<file path="config.mk">
export PLATFORM = sky130hd
export DESIGN_NAME = nfive32_rf_writeback
export DESIGN_NICKNAME = d
export VERILOG_FILES = /design/src/rtl/nfive32_pkg.sv /design/src/rtl/nfive32_wb_slot.sv /design/src/rtl/nfive32_rf_writeback.sv
export SDC_FILE = /design/constraint.sdc
export NUM_CORES = 1
export LEC_CHECK = 0
export BUFFER_PORTS_ARGS = -buffer_cell sky130_fd_sc_hd__buf_2
export CORE_MARGIN = 4
export CORE_UTILIZATION = 58
export CTS_BUF_LIST = sky130_fd_sc_hd__clkbuf_16
export CTS_CLUSTER_DIAMETER = 50
export DETAILED_ROUTE_END_ITERATION = 16
export MAX_ROUTING_LAYER = met4
export PLACE_DENSITY_LB_ADDON = 0.08
export SYNTH_ARGS = -nofsm -noshare
export SYNTH_HDL_FRONTEND = slang
export SYNTH_SLANG_ARGS = --single-unit
</file>
<file path="constraint.sdc">
create_clock -name HCLK -period 6.9 [get_ports HCLK]
set_input_delay 0.345 -clock HCLK [delete_from_list [all_inputs] [get_ports HCLK]]
set_output_delay 0.345 -clock HCLK [all_outputs]
set_load 0.02 [all_outputs]
</file>
<file path="src/rtl/nfive32_pkg.sv">
// rtl/nfive32_pkg.sv - shared widths, entry type and constants for the NfiVe32 writeback stage
package nfive32_pkg;

  localparam int XLEN = 32;
  localparam int AW   = 5;

  localparam logic [AW-1:0] REG_ZERO = '0;

  typedef struct packed {
    logic            valid;
    logic [AW-1:0]   rd;
    logic [XLEN-1:0] data;
  } wb_entry_t;

endpackage

</file>
<file path="src/rtl/nfive32_wb_slot.sv">
// rtl/nfive32_wb_slot.sv - one-entry result holding slot with valid/ready handshake and x0 drop
module nfive32_wb_slot
  import nfive32_pkg::*;
(
  input  logic            clk,
  input  logic            rst,
  input  logic            in_valid,
  input  logic [AW-1:0]   in_rd,
  input  logic [XLEN-1:0] in_data,
  input  logic            grant,
  output logic            in_ready,
  output logic            loaded,
  output wb_entry_t       entry
);

  wb_entry_t entry_q;
  wb_entry_t entry_d;

  // Ready comes from state and grant only, so it never waits on in_valid.
  assign in_ready = !entry_q.valid || grant;
  assign loaded   = in_valid && in_ready && (in_rd != REG_ZERO);
  assign entry    = entry_q;

  always_comb begin
    entry_d = entry_q;
    if (loaded) begin
      entry_d.valid = 1'b1;
      entry_d.rd    = in_rd;
      entry_d.data  = in_data;
    end else if (grant) begin
      entry_d.valid = 1'b0;
    end
  end

  always_ff @(posedge clk or posedge rst) begin
    if (rst) begin
      entry_q <= '0;
    end else begin
      entry_q <= entry_d;
    end
  end

endmodule

</file>
<file path="src/rtl/nfive32_rf_writeback.sv">
// rtl/nfive32_rf_writeback.sv - merges ALU and load results onto the register file write port
module nfive32_rf_writeback
  import nfive32_pkg::*;
#(
  parameter int STARVE_MAX = 3
) (
  input  logic            HCLK,
  input  logic            HRESET,
  input  logic            alu_valid,
  output logic            alu_ready,
  input  logic [AW-1:0]   alu_rd,
  input  logic [XLEN-1:0] alu_data,
  input  logic            ld_valid,
  output logic            ld_ready,
  input  logic [AW-1:0]   ld_rd,
  input  logic [XLEN-1:0] ld_data,
  input  logic [AW-1:0]   RA,
  input  logic [AW-1:0]   RB,
  output logic            haz_a,
  output logic            haz_b,
  output logic            WR,
  output logic [AW-1:0]   RW,
  output logic [XLEN-1:0] DW
);

  localparam int CW = $clog2(STARVE_MAX + 1);
  localparam logic [CW-1:0] STARVE_LIM = CW'(STARVE_MAX);

  wb_entry_t alu_e, ld_e;
  logic alu_loaded, ld_loaded;
  logic grant_alu, grant_ld;

  logic            ld_older_q, ld_older_d;
  logic [CW-1:0]   starve_q, starve_d;
  logic            wr_q, wr_d;
  logic [AW-1:0]   rw_q, rw_d;
  logic [XLEN-1:0] dw_q, dw_d;

  nfive32_wb_slot u_alu_slot (
    .clk      (HCLK),
    .rst      (HRESET),
    .in_valid (alu_valid),
    .in_rd    (alu_rd),
    .in_data  (alu_data),
    .grant    (grant_alu),
    .in_ready (alu_ready),
    .loaded   (alu_loaded),
    .entry    (alu_e)
  );

  nfive32_wb_slot u_ld_slot (
    .clk      (HCLK),
    .rst      (HRESET),
    .in_valid (ld_valid),
    .in_rd    (ld_rd),
    .in_data  (ld_data),
    .grant    (grant_ld),
    .in_ready (ld_ready),
    .loaded   (ld_loaded),
    .entry    (ld_e)
  );

  // Same destination: older wins to keep WAW order; otherwise load first unless the ALU is starved.
  always_comb begin
    grant_alu = 1'b0;
    grant_ld  = 1'b0;
    if (alu_e.valid && ld_e.valid) begin
      if (alu_e.rd == ld_e.rd) begin
        grant_ld  = ld_older_q;
        grant_alu = !ld_older_q;
      end else if (starve_q == STARVE_LIM) begin
        grant_alu = 1'b1;
      end else begin
        grant_ld = 1'b1;
      end
    end else begin
      grant_alu = alu_e.valid;
      grant_ld  = ld_e.valid;
    end
  end

  // A slot that survives the edge is older than one refilled on it.
  always_comb begin
    ld_older_d = ld_older_q;
    if (alu_loaded && ld_loaded) begin
      ld_older_d = 1'b1;
    end else if (alu_loaded && ld_e.valid && !grant_ld) begin
      ld_older_d = 1'b1;
    end else if (ld_loaded && alu_e.valid && !grant_alu) begin
      ld_older_d = 1'b0;
    end
  end

  always_comb begin
    starve_d = starve_q;
    if (!alu_e.valid || grant_alu) begin
      starve_d = '0;
    end else if (starve_q != STARVE_LIM) begin
      starve_d = starve_q + CW'(1);
    end
  end

  always_comb begin
    wr_d = grant_alu || grant_ld;
    rw_d = rw_q;
    dw_d = dw_q;
    if (grant_alu) begin
      rw_d = alu_e.rd;
      dw_d = alu_e.data;
    end else if (grant_ld) begin
      rw_d = ld_e.rd;
      dw_d = ld_e.data;
    end
  end

  always_ff @(posedge HCLK or posedge HRESET) begin
    if (HRESET) begin
      ld_older_q <= 1'b0;
      starve_q   <= '0;
      wr_q       <= 1'b0;
      rw_q       <= '0;
      dw_q       <= '0;
    end else begin
      ld_older_q <= ld_older_d;
      starve_q   <= starve_d;
      wr_q       <= wr_d;
      rw_q       <= rw_d;
      dw_q       <= dw_d;
    end
  end

  assign WR = wr_q;
  assign RW = rw_q;
  assign DW = dw_q;

  // The registered write term covers the cycle before the RF commits.
  assign haz_a = (RA != REG_ZERO) &&
                 ((alu_e.valid && alu_e.rd == RA) || (ld_e.valid && ld_e.rd == RA) || (wr_q && rw_q == RA));
  assign haz_b = (RB != REG_ZERO) &&
                 ((alu_e.valid && alu_e.rd == RB) || (ld_e.valid && ld_e.rd == RB) || (wr_q && rw_q == RB));

endmodule

</file>
Word-level counts from Yosys, hierarchy flattened:

Index checks and enable logic that the tools add are counted.

* flip-flop bits (word level): 117
* input port bits: 88
* logic and storage cells: 79

* add/sub/neg operators: 1
* equality and inequality tests: 9
* mux-type cells: 19
* reduce and logical (&&, ||, !) cells: 39

Operators with widths (count)
* 32-bit 2-to-1 mux: 2
* 5-bit == test: 7
* 5-bit nonzero test: 4
* 1-bit logical AND: 18
* 1-bit 2-to-1 mux: 13
* 5-bit 2-to-1 mux: 2
* 2-bit nonzero test: 4
* 1-bit logical OR: 7
* 1-bit zero test: 5
* 2-bit 2-to-1 mux: 2
* 3-bit nonzero test: 1
* 2-bit by 1-bit adder with 2-bit output (second input constant): 1
* 2-bit == test (second input constant): 1
* 2-bit inequality test (second input constant): 1

Depth between registers and ports, before layout:

Gate-level depths: netlist of the first run.

* word-level depth: 12
* depth in mapped cells: 9
* mapped depth without buffers: 5

Hierarchy:

A second synthesis of the first run with hierarchy kept.

* cells, all modules: 472
* area, all modules: 5779.3 sq um

By module, submodules not included
* nfive32_wb_slot: times used 2, cells an instance 87, area an instance 1465.2 sq um
* nfive32_rf_writeback: times used 1, cells an instance 298, area an instance 2849.0 sq um

Worst setup path before layout of the first run:

Ideal clock, no wire load.

* path kind: register -> register
* from: reg u_ld_slot.entry_q (netlist bit u_ld_slot.entry[34])
* to: reg u_ld_slot.entry_q (netlist bit u_ld_slot.entry[10])
* arrival time: 2.087 ns
* required time: 6.773 ns
* path slack: 4.686 ns
* stages on the path, launching flop included: 8
* path buffers: 2
* period minus slack after synthesis: 2.214 ns
* path through: dfrtp_1 -> clkbuf_2 -> xor2_1 -> nor3_2 -> a21oi_1 -> o31ai_4 -> buf_6 -> mux2_1

* cells in the longest elaborated chain, start to end: 6

Ends and longest elaborated chain
* start: declaration: RTL line nfive32_wb_slot.sv:16 `wb_entry_t entry_q;`
* start signal: assignment: RTL line nfive32_wb_slot.sv:39 `entry_q <= entry_d;`
* 5-bit == test: RTL line nfive32_rf_writeback.sv:68 `if (alu_e.rd == ld_e.rd) begin`
* 1-bit 2-to-1 mux: RTL line nfive32_rf_writeback.sv:68
* 1-bit 2-to-1 mux: RTL line nfive32_rf_writeback.sv:67 `if (alu_e.valid && ld_e.valid) begin`
* 1-bit logical OR: RTL line nfive32_wb_slot.sv:20 `assign in_ready = !entry_q.valid || grant;`
* 1-bit logical AND (2 in a row): RTL line nfive32_wb_slot.sv:21 `assign loaded = in_valid && in_ready && (in_rd != REG_ZERO);`

No other way between the ends.
A chain may end at the register's enable or synchronous reset.

Worst setup path in the final report of the first run:

* from: reg u_alu_slot.entry_q (netlist bit u_alu_slot.entry[34])
* to: reg u_ld_slot.entry_q (netlist bit u_ld_slot.entry[30])

* cells in the longest elaborated chain, start to end: 6

Ends and longest elaborated chain (RTL line)
* start: declaration: nfive32_wb_slot.sv:16
* start signal: assignment: nfive32_wb_slot.sv:39
* 5-bit == test: nfive32_rf_writeback.sv:68
* 1-bit 2-to-1 mux: nfive32_rf_writeback.sv:68
* 1-bit 2-to-1 mux: nfive32_rf_writeback.sv:67
* 1-bit logical OR: nfive32_wb_slot.sv:20
* 1-bit logical AND (2 in a row): nfive32_wb_slot.sv:21

No other way between the ends.

==> results.yml, run 1 <==
status:
  run_status: "finished, final reports clean"
drt:
  drc_errors: 0
  via_count: 3969
  wl_per_cell_um: 18.7
  via_per_inst: 5.75
  drtIter0Drc: 219
  totalWireLength_um: 12900
  firstDrtPassIters: 4
  antenna_left: 0
synthesis:
  synth_area_leaders: "dfrtp_1 (53%), mux2_1 (7.7%), mux2_2 (6.5%), o221a_2 (5.9%), xor2_1 (4.8%)"
  ys.flop_type: "dfrtp_1"
  yosys-top-cells-count: "dfrtp_1 (117), mux2_1 (38), mux2_2 (32)"
  synth_nets: 509
  synth_area_mm2: 0.00553
  syn_area_per_cell_um2: 13.2
  syn_inst: 420
  yosys.area.top_type: "dfrtp_1"
  yosysWarnings: 0
  ys_async_sr_fraction: 1.00
  yosys.cell_types.count: 40
  yosysSeqAreaShare: 0.530
  synth-edff-count: 0
  synth_top_area_frac: 0.530
  ys_seq_elements: 117
  synth.most_common_cell: "dfrtp_1"
grt:
  grt_pass1_wl_um: 21200
  antenna_found_initial: 1
  grt_usage: 0.250
  grt-ovfl-total: 0
  grt_start_max_net_pins: 73
  grt_pass1_vias: 4233
worst_setup_path:
  cp.arrival_ns: 3.26
  crit_family: "compound AO/OA/AOI/OAI gates"
  crit_fanout: 22
  critical_path_class: "reg2reg"
  cp_slowest_stage_delay_ns: 0.80
  cpMaxStageDelayCell: "o31ai_4"
  path_cells: "xor2_1 -> nor3_2 -> a21oi_1 -> o31ai_4 -> buf_4 -> mux2_2"
  cp_num_buf_inv: 1
  worstPathRequired_ns: 7.19
  cp-end-kind: "register"
  worst_setup_path_start_kind: "register"
cts:
  cts_num_sinks: 117
  cts_setup_buffers: 0
  hold_buffers: 0
  root_buffer: "clkbuf_16"
  cts.path.max_buffers: 2
  htree_levels: 4
  post_cts_resized: 0
  cts_buffers: 17
  clk_latency_ns: 0.41
  clk_pin_slew_worst_paths_ns: 0.05
  cts_tree: "yes"
cells_and_area:
  area_growth_pct: 24.1
  final_cells: 690
  layout.nets: 636
  drive_gt1_frac: 0.411
floorplan:
  initial_utilization: 0.598
  die_w_um: 106
  dieArea_mm2: 0.0112
  placementRows: 35
  io_pins: 130
  dieHeight_um: 106
  core-area_mm2: 0.00924
placed_design:
  io_buffers: 129
  dp.cells: 657
  gp_congestion: 0.943
  dp_hpwl_um: 8430
job:
  drv_cap: 0
pwr:
  max-vdd-ir-drop_uv: 200
  cellPowerDensity_mw_per_mm2: 356
  leakage_nw: 3.17
timing:
  max_freq_mhz: 337
  final.period_utilization: 0.431
  maxSlewViolCount: 0
  hold_violations: 0
  clock_skew_ns: 0.0110
  setup_viol: 0
  maxSlewHeadroom: 0.363
  rsz0062_at_grt: "false"
  timing.final.crit_period_ns: 2.97
  setup_tns_ns: 0
  tightest_slew_ns: 0.952
hold_path:
  hold_path_class: "in2async"
## layer usage
metal,track usage,wire (um),vias to the layer above
met5,-,0,-
met4,0.0907,202,0
met3,0.0716,900,21
met2,0.392,6310,146
met1,0.312,5490,1988
li1,-,-,1814
## placed cells by master (no fill, tap or decap), types with 3 or more instances in the layout
cell / synthesis / final
a211o_1: 29 / 29
a21oi_1: 4 / 4
a22o_1: 5 / 5
and2_1: 6 / 6
and3_1: 3 / 3
buf_2: 5 / 129
buf_4: 0 / 7
bufinv_16: 0 / 5
clkbuf_16: 0 / 17
clkinv_1: 0 / 3
clkinv_2: 0 / 3
dfrtp_1: 117 / 116
inv_1: 8 / 10
mux2_1: 38 / 38
mux2_2: 32 / 32
mux2i_1: 11 / 11
nand2_1: 3 / 3
nor2_1: 6 / 6
nor2b_1: 29 / 29
nor4_1: 7 / 7
o221a_2: 29 / 29
o2bb2ai_1: 5 / 5
or4_1: 4 / 4
xnor2_1: 6 / 6
xor2_1: 30 / 30
## through the flow
stage / hold WS, ns / total power (W) / area (um^2) / setup slack, ns / utilization
after detailed placement: 0.477 / 0.00153 / 6240 / 3.94 / 0.675
after global placement: 0.471 / 0.00151 / 6240 / 4.00 / 0.675
after CTS: 0.0974 / 0.00247 / 6860 / 3.94 / 0.742
after floorplan: 0.459 / 0.00134 / 5530 / 3.45 / -
after global routing: 0.141 / 0.00256 / 6860 / 3.79 / 0.742
final: 0.0635 / 0.00244 / 6860 / 3.93 / 0.742
## where the power goes
group	total, W	internal [W]	switching, W	leakage (nW)
registers	0.000943	0.000836	0.000107	1.37
logic	0.000576	0.000270	0.000306	1.49
clock network	0.000923	0.000630	0.000293	0.313
total	0.00244	0.00174	0.000707	3.17
## state kept, by name, indices dropped and copies added, names as in the netlist
name,cells
u_alu_slot.entry,38
RW,5
DW,32
WR,1
u_ld_slot.entry,38
starve_q,2
ld_older_q,1
## area by class of cell
cell class / instances / area, um^2
fill: 614 / 2380
tap: 129 / 161
clock inverter: 15 / 195
multi-input combinational: 267 / 2420
timing repair buffer: 136 / 698
clock buffer: 17 / 425
inverter: 8 / 32.5
sequential: 117 / 2930
antenna: 1 / 2.50
## cells by family (layout without fill, tap and decap cells)
family,Yosys count,count (layout),share of synthesized area
AOI/OAI and AO/OA,83,83,0.143
xor gates and xnor gates,36,36,0.0570
adders and majority gates,1,1,0.00226
buffers and inverters,36,176,0.0342
DFF,117,117,0.530
muxes,81,81,0.162
other,0,1,0
and+or+nand+nor,66,66,0.0720
## path summary, 6_finish.rpt
path,to,cells after the start,from,slack (ns)
setup reg to reg,u_ld_slot.entry[30],6,u_alu_slot.entry[34],3.93
max in group asynchronous,RW[4],3,HRESET,5.65
hold reg to reg,u_alu_slot.entry[22],1,u_alu_slot.entry[22],0.49
min in group HCLK,u_ld_slot.entry[11],2,ld_data[11],0.15
setup / recovery,u_ld_slot.entry[30],6,u_alu_slot.entry[34],3.93
hold / removal,DW[2],2,HRESET,0.06
Note: power is estimated with default switching activity, not from simulation.
==> run 2, diff against run 1 <==
CORE_UTILIZATION = 54   (was 58)
clock period = 3.09 ns   (was 6.9 ns; I/O delays follow)
==> run 2 against run 1 <==
Combinational power rose by 140%. Critical endpoint is now DW[6]. Power grew 110%. Largest power group unchanged. Final area grew 9.1%. Critical path type unchanged.
==> results.yml, run 2 (synthesis gave the netlist of run 1 again) <==
grt:
  grt_usage: 0.261
  grt_pass1_vias: 4606
  grt_start_max_net_pins: 118
  grt_pass1_wl_um: 23100
  grt-ovfl-total: 0
  antenna_found_initial: 0
timing:
  hold_violations: 0
  tightest_slew_ns: 0.814
  timing.final.crit_period_ns: 2.57
  setup_tns_ns: 0
  final.period_utilization: 0.831
  clock_skew_ns: 0.00659
  maxSlewHeadroom: 0.458
  setup_ws_ns: 0.521
  max_freq_mhz: 389
  setup_viol: 0
  maxSlewViolCount: 0
  rsz0062_at_grt: "false"
pwr:
  cellPowerDensity_mw_per_mm2: 693
  leakage_nw: 3.44
  max-vdd-ir-drop_uv: 383
worst_setup_path:
  crit_top_cell: "buf_4"
  crit_fanout: 17
  worstPathRequired_ns: 3.43
  worst_setup_path_start_kind: "register"
  crit_family: "compound AO/OA/AOI/OAI gates"
  cp_slowest_stage_delay_ns: 0.54
  cpMaxStageDelayCell: "o21ai_2"
  cp-end-kind: "register"
  cp.arrival_ns: 2.90
  cp_num_buf_inv: 2
  path_depth: 7
  critical_path_class: "reg2reg"
  ff2ff_path_depth: 7
  path_cells: "xor2_1 -> nor3_2 -> a21oi_1 -> buf_4 -> o21ai_2 -> buf_4 -> o221a_2"
drt:
  firstDrtPassIters: 4
  totalWireLength_um: 14200
  drc_errors: 0
  antenna_left: 0
  via_count: 4263
  via_per_inst: 5.58
  drtIter0Drc: 218
  wl_per_cell_um: 18.6
hold_path:
  hold_path_class: "in2reg"
  whs_path_depth: 2
placed_design:
  pre_cts_ws_ns: 0.178
  gp_congestion: 0.938
  dp_hpwl_um: 8940
  io_buffers: 129
  dp.cells: 670
cells_and_area:
  drive_gt1_frac: 0.380
  post-route-util: 0.759
  fillers: 660
  final_cells: 764
  diodes: 0
  final_cell_mix: "buf_2 (129), dfrtp_1 (116), dlygate4sd3_1 (62)"
  area_growth_pct: 35.4
  final_common_cell: "buf_2"
  layout.nets: 711
status:
  run_status: "finished, final reports clean"
cts:
  cts_tree: "yes"
  clk_pin_slew_worst_paths_ns: 0.05
  htree_levels: 4
  post_cts_resized: 0
  cts_buffers: 17
  clk_latency_ns: 0.40
  cts_num_sinks: 117
  root_buffer: "clkbuf_16"
  cts.path.max_buffers: 2
floorplan:
  dieArea_mm2: 0.0119
  placementRows: 36
  core-area_mm2: 0.00986
  dieHeight_um: 109
  die_w_um: 109
  initial_utilization: 0.561
  io_pins: 130
job:
  drv_cap: 0
-- run 2: layout make-up --
type                            instances  area (um^2)  share of cell area
Tap cell                              133          166              0.0222
Clock buffer                           17          425              0.0568
Inverter                                8         33.8             0.00451
Sequential cell                       117         2930               0.391
Clock inverter                         11         73.8             0.00986
Multi-Input combinational cell        267         2420               0.323
Timing Repair Buffer                  211         1440               0.193
-- run 2: report_power, final --
part / total, W / switching (W) / internal (W) / leakage, nW
logic: 0.00140 / 0.000722 / 0.000683 / 1.81
clock network: 0.00169 / 0.000626 / 0.00106 / 0.259
registers: 0.00210 / 0.000231 / 0.00187 / 1.37
-- run 2: final timing paths --
path / slack, ns / startpoint / to
setup / recovery: 0.52 / u_ld_slot.entry[34] / DW[6]
hold / removal: 0.007 / ld_data[27] / u_ld_slot.entry[27]
setup reg to reg: 0.52 / u_ld_slot.entry[34] / DW[6]
hold reg to reg: 0.49 / u_alu_slot.entry[18] / u_alu_slot.entry[18]
max in group asynchronous: 2.09 / HRESET / u_ld_slot.entry[37]
min in group asynchronous: 0.44 / HRESET / DW[1]
-- run 2: per-stage QoR --
stage | power, W | area (um^2) | hold slack [ns]
finish | 0.00519 | 7490 | 0.00668
global route | 0.00545 | 7490 | 0.00510
CTS | 0.00521 | 7430 | 0.000579
detailed placement | 0.00345 | 6320 | 0.375
global placement | 0.00340 | 6320 | 0.369
floorplan | 0.00300 | 5530 | 0.286
-- run 2: timing repair --
item | 4_1_cts | 5_1_grt
setup buffers | 0 | 4
setup endpoints to repair | 0 | 16
hold buffers | 61 | 1
hold endpoints to repair | 177 | 1
-- run 2: per-layer routing --
metal	share of wire	global-route usage
met5	0	-
met4	0.012	0.0810
met3	0.049	0.0580
met2	0.52	0.442
met1	0.41	0.314
